## src/rtl/mips_pkg.sv

```systemverilog
// Shared encodings for the MIPS pipeline: ALU control codes, alu_op classes,
// R-type funct values and forwarding-select codes.
package mips_pkg;

   typedef enum logic [1:0] {
      ALU_OP_ADD   = 2'b00,
      ALU_OP_SUB   = 2'b01,
      ALU_OP_RTYPE = 2'b10,
      ALU_OP_SLTI  = 2'b11
   } alu_op_e;

   typedef enum logic [1:0] {
      FWD_REG     = 2'b00,
      FWD_MEMWB   = 2'b01,
      FWD_EXMEM   = 2'b10,
      FWD_REG_ALT = 2'b11
   } fwd_sel_e;

   localparam logic [3:0] ALU_CTRL_ADD = 4'b0010;
   localparam logic [3:0] ALU_CTRL_SUB = 4'b0110;
   localparam logic [3:0] ALU_CTRL_AND = 4'b0000;
   localparam logic [3:0] ALU_CTRL_OR  = 4'b0001;
   localparam logic [3:0] ALU_CTRL_NOR = 4'b1100;
   localparam logic [3:0] ALU_CTRL_SLT = 4'b0111;
   localparam logic [3:0] ALU_CTRL_INV = 4'b1111;

   localparam logic [5:0] FUNCT_ADD = 6'b100000;
   localparam logic [5:0] FUNCT_SUB = 6'b100010;
   localparam logic [5:0] FUNCT_AND = 6'b100100;
   localparam logic [5:0] FUNCT_OR  = 6'b100101;
   localparam logic [5:0] FUNCT_NOR = 6'b100111;
   localparam logic [5:0] FUNCT_SLT = 6'b101010;

endpackage

```

## src/rtl/alu_ctrl_dec.sv

```systemverilog
// Combinational ALU control decode: alu_op class plus R-type funct to the
// 4-bit ALU control code; flags an unknown funct on a valid instruction.
module alu_ctrl_dec
   import mips_pkg::*;
(
   input  logic [1:0] alu_op,
   input  logic [5:0] funct,
   input  logic       valid,
   output logic [3:0] alu_ctrl,
   output logic       illegal
);

   logic funct_unknown;

   always_comb begin
      alu_ctrl      = ALU_CTRL_INV;
      funct_unknown = 1'b0;
      case (alu_op_e'(alu_op))
         ALU_OP_ADD:  alu_ctrl = ALU_CTRL_ADD;
         ALU_OP_SUB:  alu_ctrl = ALU_CTRL_SUB;
         ALU_OP_SLTI: alu_ctrl = ALU_CTRL_SLT;
         default: begin
            case (funct)
               FUNCT_ADD: alu_ctrl = ALU_CTRL_ADD;
               FUNCT_SUB: alu_ctrl = ALU_CTRL_SUB;
               FUNCT_AND: alu_ctrl = ALU_CTRL_AND;
               FUNCT_OR:  alu_ctrl = ALU_CTRL_OR;
               FUNCT_NOR: alu_ctrl = ALU_CTRL_NOR;
               FUNCT_SLT: alu_ctrl = ALU_CTRL_SLT;
               default: begin
                  alu_ctrl      = ALU_CTRL_INV;
                  funct_unknown = 1'b1;
               end
            endcase
         end
      endcase
   end

   // A bubble never reports an illegal instruction.
   assign illegal = funct_unknown & valid;

endmodule

```

## src/rtl/id_ex_stage.sv

```systemverilog
// ID/EX pipeline register with EX-side operand forwarding and ALU control decode.
// Forwarding muxes are built only when ID_EX_FWD_EN is defined.
module id_ex_stage
   import mips_pkg::*;
#(
   parameter int unsigned DW = 32,
   parameter int unsigned RW = 5
) (
   input  logic          clk_i,
   input  logic          rst_i,
   input  logic          stall_i,
   input  logic          flush_i,
   input  logic          id_valid_i,
   input  logic [DW-1:0] rs_data_i,
   input  logic [DW-1:0] rt_data_i,
   input  logic [DW-1:0] imm_i,
   input  logic [RW-1:0] rt_addr_i,
   input  logic [RW-1:0] rd_addr_i,
   input  logic [5:0]    funct_i,
   input  logic [1:0]    alu_op_i,
   input  logic          alu_src_i,
   input  logic          reg_dst_i,
   input  logic          reg_write_i,
   input  logic          mem_read_i,
   input  logic          mem_write_i,
   input  logic          mem_to_reg_i,
   input  logic [1:0]    fwd_a_i,
   input  logic [1:0]    fwd_b_i,
   input  logic [DW-1:0] exmem_result_i,
   input  logic [DW-1:0] memwb_result_i,
   output logic [DW-1:0] alu_src1_o,
   output logic [DW-1:0] alu_src2_o,
   output logic [3:0]    alu_ctrl_o,
   output logic [DW-1:0] store_data_o,
   output logic [RW-1:0] dst_addr_o,
   output logic          valid_o,
   output logic          reg_write_o,
   output logic          mem_read_o,
   output logic          mem_write_o,
   output logic          mem_to_reg_o,
   output logic          illegal_o
);

   logic [DW-1:0] rs_q, rt_q, imm_q;
   logic [RW-1:0] dst_q;
   logic [5:0]    funct_q;
   logic [1:0]    alu_op_q;
   logic          alu_src_q;
   logic          valid_q, reg_write_q, mem_read_q, mem_write_q, mem_to_reg_q;
   logic [DW-1:0] op_a, op_b;

   // Flush clears only valid and control bits; data registers keep stale values.
   always_ff @(posedge clk_i) begin
      if (!rst_i) begin
         rs_q         <= '0;
         rt_q         <= '0;
         imm_q        <= '0;
         dst_q        <= '0;
         funct_q      <= '0;
         alu_op_q     <= '0;
         alu_src_q    <= 1'b0;
         valid_q      <= 1'b0;
         reg_write_q  <= 1'b0;
         mem_read_q   <= 1'b0;
         mem_write_q  <= 1'b0;
         mem_to_reg_q <= 1'b0;
      end else if (flush_i) begin
         valid_q      <= 1'b0;
         reg_write_q  <= 1'b0;
         mem_read_q   <= 1'b0;
         mem_write_q  <= 1'b0;
         mem_to_reg_q <= 1'b0;
      end else if (!stall_i) begin
         rs_q         <= rs_data_i;
         rt_q         <= rt_data_i;
         imm_q        <= imm_i;
         dst_q        <= reg_dst_i ? rd_addr_i : rt_addr_i;
         funct_q      <= funct_i;
         alu_op_q     <= alu_op_i;
         alu_src_q    <= alu_src_i;
         valid_q      <= id_valid_i;
         reg_write_q  <= id_valid_i & reg_write_i;
         mem_read_q   <= id_valid_i & mem_read_i;
         mem_write_q  <= id_valid_i & mem_write_i;
         mem_to_reg_q <= id_valid_i & mem_to_reg_i;
      end
   end

`ifdef ID_EX_FWD_EN
   always_comb begin
      op_a = rs_q;
      case (fwd_sel_e'(fwd_a_i))
         FWD_MEMWB: op_a = memwb_result_i;
         FWD_EXMEM: op_a = exmem_result_i;
         default:   op_a = rs_q;
      endcase
   end

   always_comb begin
      op_b = rt_q;
      case (fwd_sel_e'(fwd_b_i))
         FWD_MEMWB: op_b = memwb_result_i;
         FWD_EXMEM: op_b = exmem_result_i;
         default:   op_b = rt_q;
      endcase
   end
`else
   logic unused_fwd;
   assign unused_fwd = ^{fwd_a_i, fwd_b_i, exmem_result_i, memwb_result_i};
   assign op_a = rs_q;
   assign op_b = rt_q;
`endif

   assign alu_src1_o   = op_a;
   assign alu_src2_o   = alu_src_q ? imm_q : op_b;
   assign store_data_o = op_b;
   assign dst_addr_o   = dst_q;
   assign valid_o      = valid_q;
   assign reg_write_o  = reg_write_q;
   assign mem_read_o   = mem_read_q;
   assign mem_write_o  = mem_write_q;
   assign mem_to_reg_o = mem_to_reg_q;

   alu_ctrl_dec u_alu_ctrl_dec (
      .alu_op   (alu_op_q),
      .funct    (funct_q),
      .valid    (valid_q),
      .alu_ctrl (alu_ctrl_o),
      .illegal  (illegal_o)
   );

endmodule

```

## config.mk

```make
export PLATFORM = sky130hd
export DESIGN_NAME = id_ex_stage
export DESIGN_NICKNAME = d
export VERILOG_FILES = /design/src/rtl/mips_pkg.sv /design/src/rtl/alu_ctrl_dec.sv /design/src/rtl/id_ex_stage.sv
export SDC_FILE = /design/constraint.sdc
export NUM_CORES = 1
export LEC_CHECK = 0
export CELL_PAD_IN_SITES_DETAIL_PLACEMENT = 0
export CELL_PAD_IN_SITES_GLOBAL_PLACEMENT = 1
export CORE_MARGIN = 2
export CORE_UTILIZATION = 25
export DETAILED_ROUTE_END_ITERATION = 16
export HOLD_SLACK_MARGIN = 0.15
export PLACE_DENSITY = 0.86
export SLEW_MARGIN = 40
export SYNTH_ARGS = -nofsm -noshare
export SYNTH_HDL_FRONTEND = slang
export SYNTH_SLANG_ARGS = --single-unit
```

## constraint.sdc

```tcl
create_clock -name clk_i -period 1.4 [get_ports clk_i]
set_input_delay 0.14 -clock clk_i [delete_from_list [all_inputs] [get_ports clk_i]]
set_output_delay 0.14 -clock clk_i [all_outputs]
set_load 0.01 [all_outputs]
```

Word level (Yosys, flattened, before mapping) --
Index checks and enable logic that the tools add are counted.
Cells by class: eq/ne operators 8, muxes and demuxes 6, bitwise operators 8, reductions and logical operators 5
Operators with widths (count):
- equality test 6 bit (second input constant) | 6
- two-way mux 32 bit | 1
- one-hot mux 4 bit (6 select lines) | 1
- one-hot mux 4 bit (3 select lines) | 1
- OR reduction 6 bit | 1
- AND 1 bit | 5
- two-way mux 5 bit | 1
- NOT 1 bit | 3
- OR reduction 3 bit | 1
- equality test 2 x 1 -> 1 bit (second input constant) | 1
- equality test 2 bit (second input constant) | 1
- logical NOT 2 bit | 1
- two-way mux 1 bit | 2
- AND reduction 2 bit | 1
- OR reduction 2 bit | 1
Word-level totals: register bits 115, bits of input ports 193, logic and storage cells 39

Longest topological paths before layout --
Gate-level depths: netlist of run 1.
depth after elaboration 5, mapped depth 7, gate-level depth less buffers 3

Modules after synthesis --
Synthesis of run 1 repeated with hierarchy kept, for this count alone.
Second synthesis, totals: cells, all modules 575, area, all modules 5322.6 um^2
Modules (own cells, without submodules):
- id_ex_stage | times used 1, cells each 557, area an instance 5202.5 um^2
- alu_ctrl_dec | times used 1, cells each 18, area an instance 120.1 um^2

Least setup slack after synthesis of run 1 --
Ideal clock, no wire load.
path type register -> output, start reg alu_src_q, end out alu_src2_o[10], arrival time 1.083 ns, path slack 0.177 ns, stages on the path, launching flop included 4, cells stage by stage dfxtp_1 > clkbuf_1 > buf_2 > mux2_2
Between the ends: word-level cells in the longest chain between the ends 1
Ends and longest elaborated chain:
- start, declared | line id_ex_stage.sv:48 | logic alu_src_q;
- start signal, assigned | line id_ex_stage.sv:80 | alu_src_q <= alu_src_i;
- two-way mux 32 bit | line id_ex_stage.sv:115 | assign alu_src2_o = alu_src_q ? imm_q : op_b;
- end, declared | line id_ex_stage.sv:32 | output logic [DW-1:0] alu_src2_o,
Every way passes these cells.

Worst setup path in the final report of run 1 --
start reg funct_q[1], end out illegal_o
Between the ends: word-level cells in the longest chain between the ends 5, elaborated cells between the ends (all ways) 10
Ends and longest elaborated chain:
- start, declared | line id_ex_stage.sv:46 | logic [5:0] funct_q;
- start signal, assigned | line id_ex_stage.sv:78 | funct_q <= funct_i;
- equality test 6 bit | line alu_ctrl_dec.sv:23 | case (funct)
- OR reduction 6 bit (no line) *
- two-way mux 1 bit * | line alu_ctrl_dec.sv:23
- two-way mux 1 bit * | line alu_ctrl_dec.sv:18 | case (alu_op_e'(alu_op))
- AND 1 bit * | line alu_ctrl_dec.sv:40 | assign illegal = funct_unknown & valid;
- end, declared | line id_ex_stage.sv:41 | output logic illegal_o
Mark *: on every way between the ends. The rest lies on a longest branch, timed or not.

==> flow_metrics.env, run 1 <==
export IMPL_violations="setup timing"
export IMPL_fin_ws_ns=-0.263
export IMPL_grt_max_degree=68
export IMPL_arrival_ns=1.52
export IMPL_required_ns=1.26
export IMPL_clock_sinks=115
export IMPL_die_h_um=143
export IMPL_vias=4608
export IMPL_rsz0062_at_grt="true"
export IMPL_path_cells="buf_6, mux2i_2, mux2i_1, o211a_1, buf_2"
export IMPL_grt_antenna_before_repair=2
export IMPL_post_place_ws_ns=-0.214
export IMPL_pin_count=304
export IMPL_drv_slew=0
export IMPL_insertedDiodeCount=0
export IMPL_final_cell_mix="nand2_1, clkdlybuf4s50_1, dfxtp_1"
export IMPL_core_um2=18800
export IMPL_ant_nets=0
export IMPL_dpl_cell_area_um2=7580
export IMPL_dp_hpwl_um=10400
export IMPL_drive_gt1_frac=0.192
export IMPL_cpPeakStageDelay_ns=0.33
export IMPL_synth_top_cell_by_area="dfxtp_1"
export IMPL_syn_inst=552
export IMPL_track_usage=0.150
export IMPL_fmax_ghz=0.601
export IMPL_worstSetupEndpointType="output pin"
export IMPL_tightest_slew_ns=0.351
export IMPL_final_common_cell="nand2_1"
export IMPL_clk_pin_slew_ns=0.06
export IMPL_yosysUniqueCellTypes=27
export IMPL_initial_core_util=0.256
export IMPL_cp_max_fo=4
export IMPL_synthesis_nets=745
export IMPL_cp_start_kind="register"
export IMPL_hold_viol=0
export IMPL_insertion_delay_ns=0.41
export IMPL_cts_htree_levels=4
export IMPL_power_total_mw=9.91
export IMPL_fin_crit_ns=1.66
export IMPL_grt_first_pass_wirelength_um=23800
export IMPL_ctsLongestPathBuffers=2
export IMPL_gp_congestion=0.811
export IMPL_stdcell_area_um2=8530
export IMPL_syn2layout_area_growth_pct=77.5
export IMPL_synth_area_per_cell_um2=8.70
export IMPL_first_global_vias=4511
export IMPL_p_leak_nw=3.67
export IMPL_first_pass_iters=5
export IMPL_period_share=1.19
export IMPL_die_area_um2=20300
export IMPL_grt_overflow=0
export IMPL_crit_family="flip-flops"
export IMPL_powerDensity_nw_per_um2=1160
export IMPL_cap_violations=0
export IMPL_drc=0
export IMPL_rows=50
export IMPL_critical_path_class="register to output pin"
export IMPL_synthTopCellsByArea="dfxtp_1, nand2_1, a21boi_0, a21boi_1, mux2_2"
export IMPL_root_buffer="clkbuf_16"
export IMPL_drt_first_iter_violations=83
export IMPL_peakVddDrop_v=0.000757
export IMPL_layout_nets=993
export IMPL_relSlewSlack=0.766
export IMPL_status="finished with violations"
export IMPL_cts_buffers=17
export IMPL_wl_um=15200
export IMPL_yosysWarnings=0
export IMPL_synth_seq_cells=115
export IMPL_fin_skew_ns=0
export IMPL_hp_class="input port to register"
export IMPL_synth_top_area_frac=0.479
export IMPL_die_w_um=143
export IMPL_wl_per_cell_um=14.5
export IMPL_vias_per_cell=4.40
export IMPL_synth_area_um2=4800
export IMPL_path_buf_inv=2
export IMPL_ys_seq_area_frac=0.479
export IMPL_cts_hold_buf=0
export IMPL_setup_viol=37
export IMPL_cts_tree="done"
export IMPL_slowest_stage="dfxtp_2"
export IMPL_port_buffers=235
## flip-flops by register name, indices dropped and copies added, names as in the netlist
signal,cells
funct_q,6
alu_op_q,2
mem_to_reg_o,1
reg_write_o,1
store_data_o,32
imm_q,32
alu_src1_o,32
dst_addr_o,5
mem_write_o,1
mem_read_o,1
valid_o,1
alu_src_q,1
## through the flow
stage | utilization | TNS (ns) | hold WS (ns) | cells
after CTS | 0.451 | -8.30 | 0.197 | 1045
after detailed placement | 0.404 | -9.27 | 0.445 | 1004
after floorplan | - | 0 | 0.275 | 552
after global placement | 0.404 | -7.78 | 0.439 | 1004
final | 0.454 | -7.25 | 0.207 | 1047
after global routing | 0.454 | -9.13 | 0.214 | 1047
## area by class of cell
class                      count  area [um2]
inverter                       2        7.51
multi-input combinational    392        2410
fill                        1838       10200
timing repair buffer         272        2820
tap                          234         293
clock buffer                  17         425
sequential                   115        2320
clock inverter                15         254
## tightest hold or removal path, cell delays in order
cell and delay [ns]:
buf_2 0.13, buf_12 0.17, a21boi_0 0.13
## cells in the mapped netlist (all sizes together)
cell type / instances
a31oi: 1
inv: 2
buf: 28
a211o: 1
mux2i: 7
nand2b: 2
dfxtp: 115
nor2: 6
nor2b: 3
o211a: 6
nand2: 215
clkbuf: 15
or4: 1
a21oi: 3
o41a: 1
mux2: 32
o21ai: 1
a21boi: 106
or2: 2
a21o: 1
a22oi: 4
## logic make-up (layout without fill, tap and decap cells)
logic type | Yosys count | count (layout) | share of synthesized area
DFF | 115 | 115 | 0.479
AOI/OAI and AO/OA | 124 | 124 | 0.196
buffers and inverters | 45 | 306 | 0.0505
and+or+nand+nor | 229 | 229 | 0.185
muxes | 39 | 39 | 0.0896
## report_power, final
| group | leakage [nW] | switching [mW] | internal, mW | total (mW) |
|---|---|---|---|---|
| Sequential | 0.945 | 0.0880 | 3.43 | 3.52 |
| Combinational | 2.41 | 0.520 | 0.834 | 1.35 |
| Clock | 0.317 | 1.68 | 3.36 | 5.04 |
| Total | 3.67 | 2.29 | 7.62 | 9.91 |
## what timing repair did
item | CTS | global route
gates resized for setup | 315 | 12
endpoints found under the setup margin | 111 | 37
buffers inserted | 9 | 2
pin swaps | 4 | 4
## final timing paths
| check | from | to | slack (ns) | cells past startpoint |
|---|---|---|---|---|
| worst max-delay path | funct_q[1]$_SDFFE_PN0P_ | illegal_o | -0.26 | 5 |
| worst min-delay path | rst_i | alu_src1_o[16]$_SDFFE_PN0P_ | 0.21 | 3 |
| worst max register to register | alu_src_q$_SDFFE_PN0P_ | alu_src_q$_SDFFE_PN0P_ | 0.51 | 4 |
| worst min register to register | alu_src1_o[1]$_SDFFE_PN0P_ | alu_src1_o[1]$_SDFFE_PN0P_ | 0.45 | 2 |
## layer usage
| metal | up-vias | global-route usage | share of wire |
|---|---|---|---|
| met5 | - | 0 | 0.00073 |
| met4 | 2 | 0.0730 | 0.026 |
| met3 | 27 | 0.0520 | 0.076 |
| met2 | 155 | 0.242 | 0.47 |
| met1 | 2105 | 0.179 | 0.42 |
| li1 | 2319 | - | - |
Note: power is estimated with default switching activity, not from simulation.
==> run 2, diff against run 1 <==
--- a/config.mk
+++ b/config.mk
@@ -16,3 +16,4 @@
 export SYNTH_ARGS = -nofsm -noshare
 export SYNTH_HDL_FRONTEND = slang
 export SYNTH_SLANG_ARGS = --single-unit
+export TNS_END_PERCENT = 20
==> run 2 against run 1 <==
Effect of this change: final area down 0.26%; flip-flop and latch count unchanged; critical path depth unchanged; final cell count about the same; combinational power about the same; maximum frequency about the same; total power down 0.11%; die area unchanged; worst hold slack better by 0.0036 ns; via count down 0.37%; the flow still finishes with violations (setup timing).
==> flow_metrics.env, run 2 (synthesized netlist as in run 1, its figures left out) <==
export IMPL_cp_start_kind="register"
export IMPL_fmax_ghz=0.602
export IMPL_setup_tns_ns=-7.10
export IMPL_final_common_cell="nand2_1"
export IMPL_final_cell_mix="nand2_1, clkdlybuf4s50_1, dfxtp_1"
export IMPL_status="finished with violations"
export IMPL_cp_max_fo=4
export IMPL_cts_hold_buf=0
export IMPL_die_w_um=143
export IMPL_ctsLongestPathBuffers=2
export IMPL_critical_path_class="register to output pin"
export IMPL_cap_violations=0
export IMPL_powerDensity_nw_per_um2=1160
export IMPL_cts_buffers=17
export IMPL_track_usage=0.150
export IMPL_power_total_mw=9.89
export IMPL_first_global_vias=4501
export IMPL_worstSetupEndpointType="output pin"
export IMPL_netSwitchingFraction=0.230
export IMPL_pin_count=304
export IMPL_grt_first_pass_wirelength_um=23700
export IMPL_relSlewSlack=0.766
export IMPL_ant_nets=0
export IMPL_vias=4591
export IMPL_drive_gt1_frac=0.191
export IMPL_rsz0062_at_grt="true"
export IMPL_fin_ws_ns=-0.261
export IMPL_core_um2=18800
export IMPL_hp_class="input port to register"
export IMPL_holdWs_ns=0.210
export IMPL_syn2layout_area_growth_pct=77.0
export IMPL_arrival_ns=1.52
export IMPL_period_share=1.19
export IMPL_required_ns=1.26
export IMPL_seqPwrFrac=0.355
export IMPL_setup_viol=37
export IMPL_first_pass_iters=4
export IMPL_dp_hpwl_um=10400
export IMPL_wl_per_cell_um=14.4
export IMPL_grt_max_degree=68
export IMPL_clock_sinks=115
export IMPL_layout_nets=992
export IMPL_fin_skew_ns=0
export IMPL_root_buffer="clkbuf_16"
export IMPL_insertion_delay_ns=0.41
export IMPL_insertedDiodeCount=0
export IMPL_peakVddDrop_v=0.000752
export IMPL_p_leak_nw=3.66
export IMPL_cts_htree_levels=4
export IMPL_clk_pin_slew_ns=0.06
export IMPL_cts_tree="done"
export IMPL_rows=50
export IMPL_grt_antenna_before_repair=2
export IMPL_die_h_um=143
export IMPL_hold_viol=0
export IMPL_grt_overflow=0
export IMPL_port_buffers=235
export IMPL_drc=0
export IMPL_die_area_um2=20300
export IMPL_violations="setup timing"
export IMPL_clkPwrFrac=0.508
export IMPL_combPwrFrac=0.136
export IMPL_drt_first_iter_violations=93
export IMPL_fin_crit_ns=1.66
export IMPL_initial_core_util=0.256
export IMPL_wl_um=15100
export IMPL_vias_per_cell=4.39
export IMPL_intPower_mw=7.62
export IMPL_tightest_slew_ns=0.351
export IMPL_p_sw_mw=2.28
export IMPL_drv_slew=0
export IMPL_gp_congestion=0.811
## run 2: power by group through the flow
| stage | logic (mW) | clock network [mW] | registers [mW] |
|---|---|---|---|
| final | 1.35 | 5.03 | 3.52 |
| after global routing | 1.47 | 5.31 | 3.53 |
| after CTS | 1.36 | 5.20 | 3.51 |
| after detailed placement | 1.33 | 0 | 3.58 |
| after global placement | 1.33 | 0 | 3.58 |
| after floorplan | 0.466 | 0 | 3.61 |
## run 2: final cells by class
type / instances / area [um2]
clock buffer: 17 / 425
clock inverter: 15 / 254
fill: 1837 / 10300
inverter: 2 / 7.51
multi-input combinational: 392 / 2410
sequential: 115 / 2320
tap: 234 / 293
timing repair buffer: 271 / 2800
## run 2: path summary, 6_finish.rpt
check | from | to | slack [ns] | depth (start not counted)
setup / recovery | funct_q[1]$_SDFFE_PN0P_ | illegal_o | -0.26 | 5
hold / removal | rst_i | alu_src1_o[16]$_SDFFE_PN0P_ | 0.21 | 3
setup reg to reg | alu_src_q$_SDFFE_PN0P_ | alu_src_q$_SDFFE_PN0P_ | 0.51 | 4
hold reg to reg | alu_src1_o[1]$_SDFFE_PN0P_ | alu_src1_o[1]$_SDFFE_PN0P_ | 0.45 | 2
## run 2: timing repair
action                                  4_1_cts  5_1_grt
endpoints found under the hold margin         0        0
gates resized for setup                     313       10
pin swaps                                     4        4
endpoints found under the setup margin      111       37
buffers inserted                              9        1
## run 2: metrics by stage
stage / worst slack, ns / std cells / utilization / instance area (um2)
2_1_floorplan: 0.177 / 552 / - / 4800
3_3_place_gp: -0.203 / 1004 / 0.404 / 7580
3_5_place_dp: -0.214 / 1004 / 0.404 / 7580
4_1_cts: -0.292 / 1045 / 0.451 / 8460
5_1_grt: -0.344 / 1046 / 0.453 / 8500
6_report: -0.261 / 1046 / 0.453 / 8500
## run 2: worst max-delay path: stages (launching register included)
cell and delay [ns]:
dfxtp_2 0.33, buf_6 0.11, mux2i_2 0.23, mux2i_1 0.09, o211a_1 0.21, buf_2 0.14
## run 2: layer usage
layer | GRT usage | vias up | share of wire
met3 | 0.0520 | 23 | 0.074
met4 | 0.0730 | 2 | 0.023
met5 | 0 | - | 0.00073
met2 | 0.241 | 145 | 0.47
li1 | - | 2314 | -
met1 | 0.179 | 2107 | 0.43
